<file path="src/rtl/cv32e40s_rvfi_obi_instr_tracker.sv">
// In-order tracker pairing instruction OBI grants (or PMP-blocked fetches)
// with their responses and handing completed entries to RVFI capture.
//
// Ports:
//   clk, rst_n            - clock, asynchronous active-low reset
//   obi_req_i/obi_gnt_i   - address phase handshake, req_payload_i captured on grant
//   obi_rvalid_i          - response phase, resp_payload_i paired in issue order
//   pmp_blk_i             - fetch blocked by PMP, tracked without a bus transaction
//   kill_i                - IF flush; tracked entries dropped, late responses discarded
//   out_valid_o/out_ready_i/out_o - completed head entry handshake
//   full_o                - DEPTH entries tracked
//   outstanding_o         - bus responses still expected (including discarded)
// Optional: define CV32E40S_RVFI_OBI_TRACKER_STATS_EN to add stat_killed_o and
// stat_pmp_o event counters.

package cv32e40s_rvfi_obi_tracker_pkg;

    typedef struct packed {
        logic [31:0] addr;
        logic [2:0]  prot;
        logic [1:0]  memtype;
        logic        dbg;
    } obi_inst_req_t;

    typedef struct packed {
        logic [31:0] rdata;
        logic        err;
    } inst_resp_t;

    typedef struct packed {
        obi_inst_req_t req;
        inst_resp_t    resp;
        logic          pmp_err;
    } rvfi_obi_instr_t;

endpackage

module cv32e40s_rvfi_obi_instr_tracker
    import cv32e40s_rvfi_obi_tracker_pkg::*;
#(
    parameter int DEPTH = 2,
    parameter int CNT_W = $clog2(DEPTH + 1)
) (
    input  logic            clk,
    input  logic            rst_n,
    input  logic            obi_req_i,
    input  logic            obi_gnt_i,
    input  obi_inst_req_t   req_payload_i,
    input  logic            obi_rvalid_i,
    input  inst_resp_t      resp_payload_i,
    input  logic            pmp_blk_i,
    input  logic            kill_i,
    output logic            out_valid_o,
    input  logic            out_ready_i,
    output rvfi_obi_instr_t out_o,
    output logic            full_o,
    output logic [CNT_W-1:0] outstanding_o
`ifdef CV32E40S_RVFI_OBI_TRACKER_STATS_EN
    ,
    output logic [31:0]     stat_killed_o,
    output logic [31:0]     stat_pmp_o
`endif
);

    localparam int PTR_W = (DEPTH > 1) ? $clog2(DEPTH) : 1;

    logic [DEPTH-1:0] valid_q;
    logic [DEPTH-1:0] done_q;
    logic [DEPTH-1:0] pmp_q;
    obi_inst_req_t    req_q  [DEPTH];
    inst_resp_t       resp_q [DEPTH];

    logic [PTR_W-1:0] wr_q;
    logic [PTR_W-1:0] rsp_q;
    logic [PTR_W-1:0] rd_q;
    logic [CNT_W-1:0] occ_q;
    logic [CNT_W-1:0] discard_q;

    logic             push_bus;
    logic             push_pmp;
    logic             push;
    logic             pop;
    logic             rsp_discard;
    logic             rsp_take;
    logic             rsp_dec;
    logic             rsp_hit;
    logic [PTR_W-1:0] rsp_idx;
    logic [CNT_W-1:0] pend_cnt;
    logic [CNT_W:0]   out_sum;
    logic [CNT_W:0]   kill_sum;
    logic [CNT_W-1:0] kill_disc;

    assign push_bus = obi_req_i & obi_gnt_i;
    assign push_pmp = pmp_blk_i;
    assign push     = push_bus | push_pmp;

    // Bus entries still waiting for their response.
    always_comb begin
        pend_cnt = '0;
        for (int i = 0; i < DEPTH; i++) begin
            pend_cnt = pend_cnt + CNT_W'(valid_q[i] & ~done_q[i]);
        end
    end

    // Oldest pending bus entry at or after rsp; done (PMP) entries are
    // skipped here so a PMP entry ahead of a bus entry never stalls it.
    always_comb begin
        rsp_hit = 1'b0;
        rsp_idx = rsp_q;
        for (int i = DEPTH - 1; i >= 0; i--) begin
            if (valid_q[rsp_q + PTR_W'(i)] && !done_q[rsp_q + PTR_W'(i)]) begin
                rsp_hit = 1'b1;
                rsp_idx = rsp_q + PTR_W'(i);
            end
        end
    end

    assign rsp_discard = obi_rvalid_i & (discard_q != '0);
    assign rsp_take    = obi_rvalid_i & (discard_q == '0) & rsp_hit;
    assign rsp_dec     = obi_rvalid_i & ((discard_q != '0) | (pend_cnt != '0));

    assign out_valid_o = valid_q[rd_q] & done_q[rd_q] & ~kill_i;
    assign pop         = out_valid_o & out_ready_i;

    always_comb begin
        out_o         = '0;
        out_o.req     = req_q[rd_q];
        out_o.resp    = resp_q[rd_q];
        out_o.pmp_err = pmp_q[rd_q];
    end

    assign full_o = (occ_q == CNT_W'(DEPTH));

    always_comb begin
        out_sum = {1'b0, pend_cnt} + {1'b0, discard_q};
        if (out_sum > (CNT_W + 1)'(DEPTH)) begin
            outstanding_o = CNT_W'(DEPTH);
        end else begin
            outstanding_o = out_sum[CNT_W-1:0];
        end
    end

    // Responses still owed after a flush: pending bus entries, earlier
    // discards, a grant landing in the flush cycle, minus one consumed now.
    always_comb begin
        kill_sum = {1'b0, pend_cnt} + {1'b0, discard_q}
                 + (CNT_W + 1)'(push_bus) - (CNT_W + 1)'(rsp_dec);
        if (kill_sum > (CNT_W + 1)'(DEPTH)) begin
            kill_disc = CNT_W'(DEPTH);
        end else begin
            kill_disc = kill_sum[CNT_W-1:0];
        end
    end

    always_ff @(posedge clk or negedge rst_n) begin
        if (!rst_n) begin
            valid_q   <= '0;
            done_q    <= '0;
            pmp_q     <= '0;
            wr_q      <= '0;
            rsp_q     <= '0;
            rd_q      <= '0;
            occ_q     <= '0;
            discard_q <= '0;
            for (int i = 0; i < DEPTH; i++) begin
                req_q[i]  <= '0;
                resp_q[i] <= '0;
            end
        end else if (kill_i) begin
            valid_q   <= '0;
            done_q    <= '0;
            pmp_q     <= '0;
            wr_q      <= '0;
            rsp_q     <= '0;
            rd_q      <= '0;
            occ_q     <= '0;
            discard_q <= kill_disc;
        end else begin
            if (pop) begin
                valid_q[rd_q] <= 1'b0;
                done_q[rd_q]  <= 1'b0;
                rd_q          <= rd_q + PTR_W'(1);
            end
            if (push) begin
                valid_q[wr_q] <= 1'b1;
                done_q[wr_q]  <= push_pmp;
                pmp_q[wr_q]   <= push_pmp;
                req_q[wr_q]   <= req_payload_i;
                resp_q[wr_q]  <= '0;
                wr_q          <= wr_q + PTR_W'(1);
            end
            if (rsp_take) begin
                resp_q[rsp_idx] <= resp_payload_i;
                done_q[rsp_idx] <= 1'b1;
                rsp_q           <= rsp_idx + PTR_W'(1);
            end
            if (rsp_discard) begin
                discard_q <= discard_q - CNT_W'(1);
            end
            occ_q <= occ_q + CNT_W'(push) - CNT_W'(pop);
        end
    end

`ifdef CV32E40S_RVFI_OBI_TRACKER_STATS_EN
    always_ff @(posedge clk or negedge rst_n) begin
        if (!rst_n) begin
            stat_killed_o <= '0;
            stat_pmp_o    <= '0;
        end else begin
            if (rsp_discard) begin
                stat_killed_o <= stat_killed_o + 32'd1;
            end
            if (push_pmp && !kill_i) begin
                stat_pmp_o <= stat_pmp_o + 32'd1;
            end
        end
    end
`else
`endif

`ifndef SYNTHESIS
    always @(posedge clk) begin
        if (rst_n) begin
            assert (!(push_bus && push_pmp));
            assert (!(push && full_o));
            assert (!(obi_rvalid_i && discard_q == '0 && pend_cnt == '0));
        end
    end
`endif

endmodule

</file>
<file path="config.mk">
export PLATFORM = sky130hd
export DESIGN_NAME = cv32e40s_rvfi_obi_instr_tracker
export DESIGN_NICKNAME = d
export VERILOG_FILES = /design/src/rtl/cv32e40s_rvfi_obi_instr_tracker.sv
export SDC_FILE = /design/constraint.sdc
export NUM_CORES = 1
export LEC_CHECK = 0
export CAP_MARGIN = 20
export CORE_MARGIN = 1
export CORE_UTILIZATION = 52
export DETAILED_ROUTE_END_ITERATION = 10
export HOLD_SLACK_MARGIN = 0.05
export PLACE_DENSITY = 0.9
export RECOVER_POWER = 50
export SYNTH_ARGS = -nofsm -noshare
export SYNTH_HDL_FRONTEND = slang
export SYNTH_SLANG_ARGS = --single-unit
</file>
<file path="constraint.sdc">
create_clock -name clk -period 3.3 [get_ports clk]
set_input_delay 0.99 -clock clk [delete_from_list [all_inputs] [get_ports clk]]
set_output_delay 0.99 -clock clk [all_outputs]
set_load 0.02 [all_outputs]
</file>
==> out/results.tsv <==
stage	metric	value	unit
power_and_ir_drop	leakage	4.76	nW
synth	yosysSeqAreaShare	52.1	%
place	hpwl	11900	um
detailed_routing	drtPass1Iterations	5	
global_routing	antenna_found_initial	0	
global_routing	grt_max_degree	68	
detailed_routing	routed_wl	18700	um
power_and_ir_drop	pwr_density_cell	630	mW/mm^2
place	io_buffer_count	154	
setup_path	cp_num_buf_inv	2	
clocking	cts_root_buf	clkbuf_16	
power_and_ir_drop	ir_worst_vdd	0.390	mV
global_routing	grt_busiest_layer	met2	
cells_and_area	final_cell_mix	154 x dfrtp_1, 148 x clkdlybuf4s50_1, 139 x mux2_2	
timing	fmax	0.300	GHz
timing	setup_viol	2	
detailed_routing	wl_per_cell	19.9	um
cells_and_area	n_antenna_cell	0	
global_routing	grt_pass1_vias	5773	
setup_path	cp_top_family	buffers and inverters	
run	drv_cap	0	
floorplan	core_area	0.0139	sq mm
floorplan	core.rowCount	43	
min_path	hold_path.class	flip-flop to flip-flop	
global_routing	use_met2	46.6	%
cells_and_area	multi_input_area	0.00324	sq mm
floorplan	die_h	122	um
synth	synth_area_leader_cell	dfrtp_1	
floorplan	initial_utilization	53.4	%
detailed_routing	dr.first_iter.drc_count	230	
setup_path	cp-end-kind	primary output	
synth	ys_seq_elements	155	
clocking	cts_made_buffers	17	
global_routing	met3_usage	5.76	%
clocking	cts.sinks	155	
cells_and_area	syn2layout_area_growth	31.7	%
global_routing	grt_overflow	0	
timing	setup_slack	-0.0283	ns
cells_and_area	ff_latch_area	0.00388	sq mm
setup_path	arrival	2.34	ns
synth	syn_avg_cell_area	12.6	sq um
timing	skew	0.00819	ns
timing	fin_hold_ws	0.503	ns
outcome	status	finished with violations	
setup_path	cp-start-kind	input pin	
floorplan	die_area	0.0148	sq mm
floorplan	die_w	122	um
global_routing	grt_pass1_wl	29600	um
global_routing	grt_usage	26.5	%
setup_path	crit_path_cell_trace	dlygate4sd3_1 > a21oi_1 > clkdlybuf4s50_1	
timing	tightest_slew	1.41	ns
detailed_routing	via_per_inst	5.67	
detailed_routing	vias	5321	
timing	drv_slew	0	
clocking	clkLatencyLatePin	0.42	ns
setup_path	cp.required	2.31	ns
outcome	violations	setup timing	
timing	fin_crit	3.33	ns
synth	synth_cell_types	38	
clocking	cts_tree	yes	
cells_and_area	final_common_cell	dfrtp_1	
synth	async_reset_ff_share	100	%
detailed_routing	drc	0	
cells_and_area	final_layout_size_suffix_gt1_share	27.4	%
cells_and_area	nFillCells	950	
power_and_ir_drop	p_total	6.17	mW
synth	synth_warnings	0	
setup_path	critPathMaxFanout	2	
synth	syn_nets	680	
clocking	max-clock-path-buffers	2	
timing	max-slew-margin-rel	6.15	%
timing	hold_viol	0	
setup_path	criticalPathCategory	input pin to primary output	
clocking	ctsHoldBuffers	0	
floorplan	num_io_pins	155	
synth	synthesis.instances	592	
synth	synth_top_cell_area_share	52.1	%
place	place_congestion	0.855	
synth	syn_area	0.00745	sq mm
setup_path	cpPeakStageDelay	0.63	ns
timing	rsz0062_at_grt	true	
clocking	cts_max_level	4	
global_routing	grt.met1_usage	30.9	%
timing	min_period_over_period	101	%
synth	yosys-top-cells-area	dfrtp_1 52%, mux2_2 21%, mux2i_1 8.9%	
clocking	cts.clk_slew.worst_paths	0.06	ns
detailed_routing	postRouteAntennaNets	0	
setup_path	cpMaxStageDelayCell	clkdlybuf4s50_1	
cells_and_area	nNetsFinal	833	
synth	synth_enable_flop_cells	0	
synth	ys.flop_type	dfrtp_1	
-- per-layer routing --
layer,part of all wire (%),up-vias,wire (um)
met5,0,-,0
met4,3.0,0,565
met1,39,2718,7300
li1,-,2374,-
met2,53,188,9990
met3,4.4,41,831
-- worst paths after layout --
kind / from / endpoint / slack (ns) / cells after the start
min in group asynchronous: rst_n / req_q[74]$_DFFE_PN0P_ / 0.89 / 1
hold reg to reg: req_q[34]$_DFFE_PN0P_ / req_q[34]$_DFFE_PN0P_ / 0.50 / 1
setup / recovery: kill_i / out_valid_o / -0.03 / 3
hold / removal: req_q[34]$_DFFE_PN0P_ / req_q[34]$_DFFE_PN0P_ / 0.50 / 1
max in group asynchronous: rst_n / resp_q[49]$_DFFE_PN0N_ / 0.65 / 2
setup reg to reg: done_q[1]$_DFF_PN0_ / discard_q[1]$_DFFE_PN0P_ / 0.69 / 10
-- cells by family (layout without fill, tap and decap cells) --
logic type	Yosys count	count (layout)	synth area share, %
AO/OA/AOI/OAI	89	89	6.42
XOR/XNOR	5	5	0.588
adder cells (fa/ha/maj)	9	9	1.71
buffers and inverters	85	251	4.84
flip-flops	155	155	52.1
multiplexers	214	214	31.7
AND/OR/NAND/NOR	35	35	2.64
-- area by class of cell --
type,count,share of cell area [%]
sequential,155,39.6
clock buffer,21,4.70
timing repair buffer,174,17.4
multi-input combinational,352,33.1
clock inverter,11,1.21
inverter,45,1.72
tap,180,2.30
-- power breakdown --
group / leakage, nW / switching (mW) / internal [mW] / total [mW]
Clock: 0.275 / 0.767 / 1.15 / 1.92
Sequential: 1.98 / 0.218 / 2.28 / 2.49
Combinational: 2.51 / 0.835 / 0.931 / 1.77
Total: 4.76 / 1.82 / 4.36 / 6.17
-- synthesized netlist by cell type (2+ instances only) --
library cell,number
clkbuf_1,21
a21oi_1,7
nor2b_1,6
xor2_1,2
mux2_4,9
buf_2,15
nand2_1,5
buf_6,3
inv_1,45
a31oi_1,2
o211ai_1,2
nand2b_1,6
mux2i_1,66
a21o_1,2
fa_1,2
ha_1,7
mux2_2,139
xnor2_1,3
nor2_1,6
nand3_1,3
o21ai_0,70
dfrtp_1,155
-- per-stage QoR --
step	instance area [sq um]	std cells	utilization, %	worst slack [ns]	TNS [ns]
5_1_grt	9800	938	70.4	-0.114	-1.39
2_1_floorplan	7450	592	-	0.265	0
3_3_place_gp	9280	905	66.6	0.0149	0
4_1_cts	9860	938	70.8	-0.0292	-0.0292
6_report	9800	938	70.4	-0.0283	-0.0429
3_5_place_dp	9280	905	66.6	-0.0852	-0.0852
-- flip-flops by register name (all words and copies together), names as in the netlist, 2 cells and up --
name	flops
pmp_q	2
occ_q	2
resp_q	66
discard_q	2
done_q	2
valid_q	2
req_q	76
-- timing repair --
item                       4_1_cts  5_1_grt
gates resized for setup         11        3
setup endpoints to repair        2        2
gates cloned                     0        0
setup buffers                    1        0
-- worst register-to-register path, stage by stage (launching register included) --
cell,delay [ns]
dfrtp_1,0.41
nor2b_4,0.18
xnor2_2,0.13
ha_2,0.19
inv_1,0.06
fa_1,0.51
inv_1,0.07
fa_1,0.44
xnor2_1,0.21
and3_1,0.20
o32ai_1,0.08
Note: power is estimated with default switching activity, not from simulation.
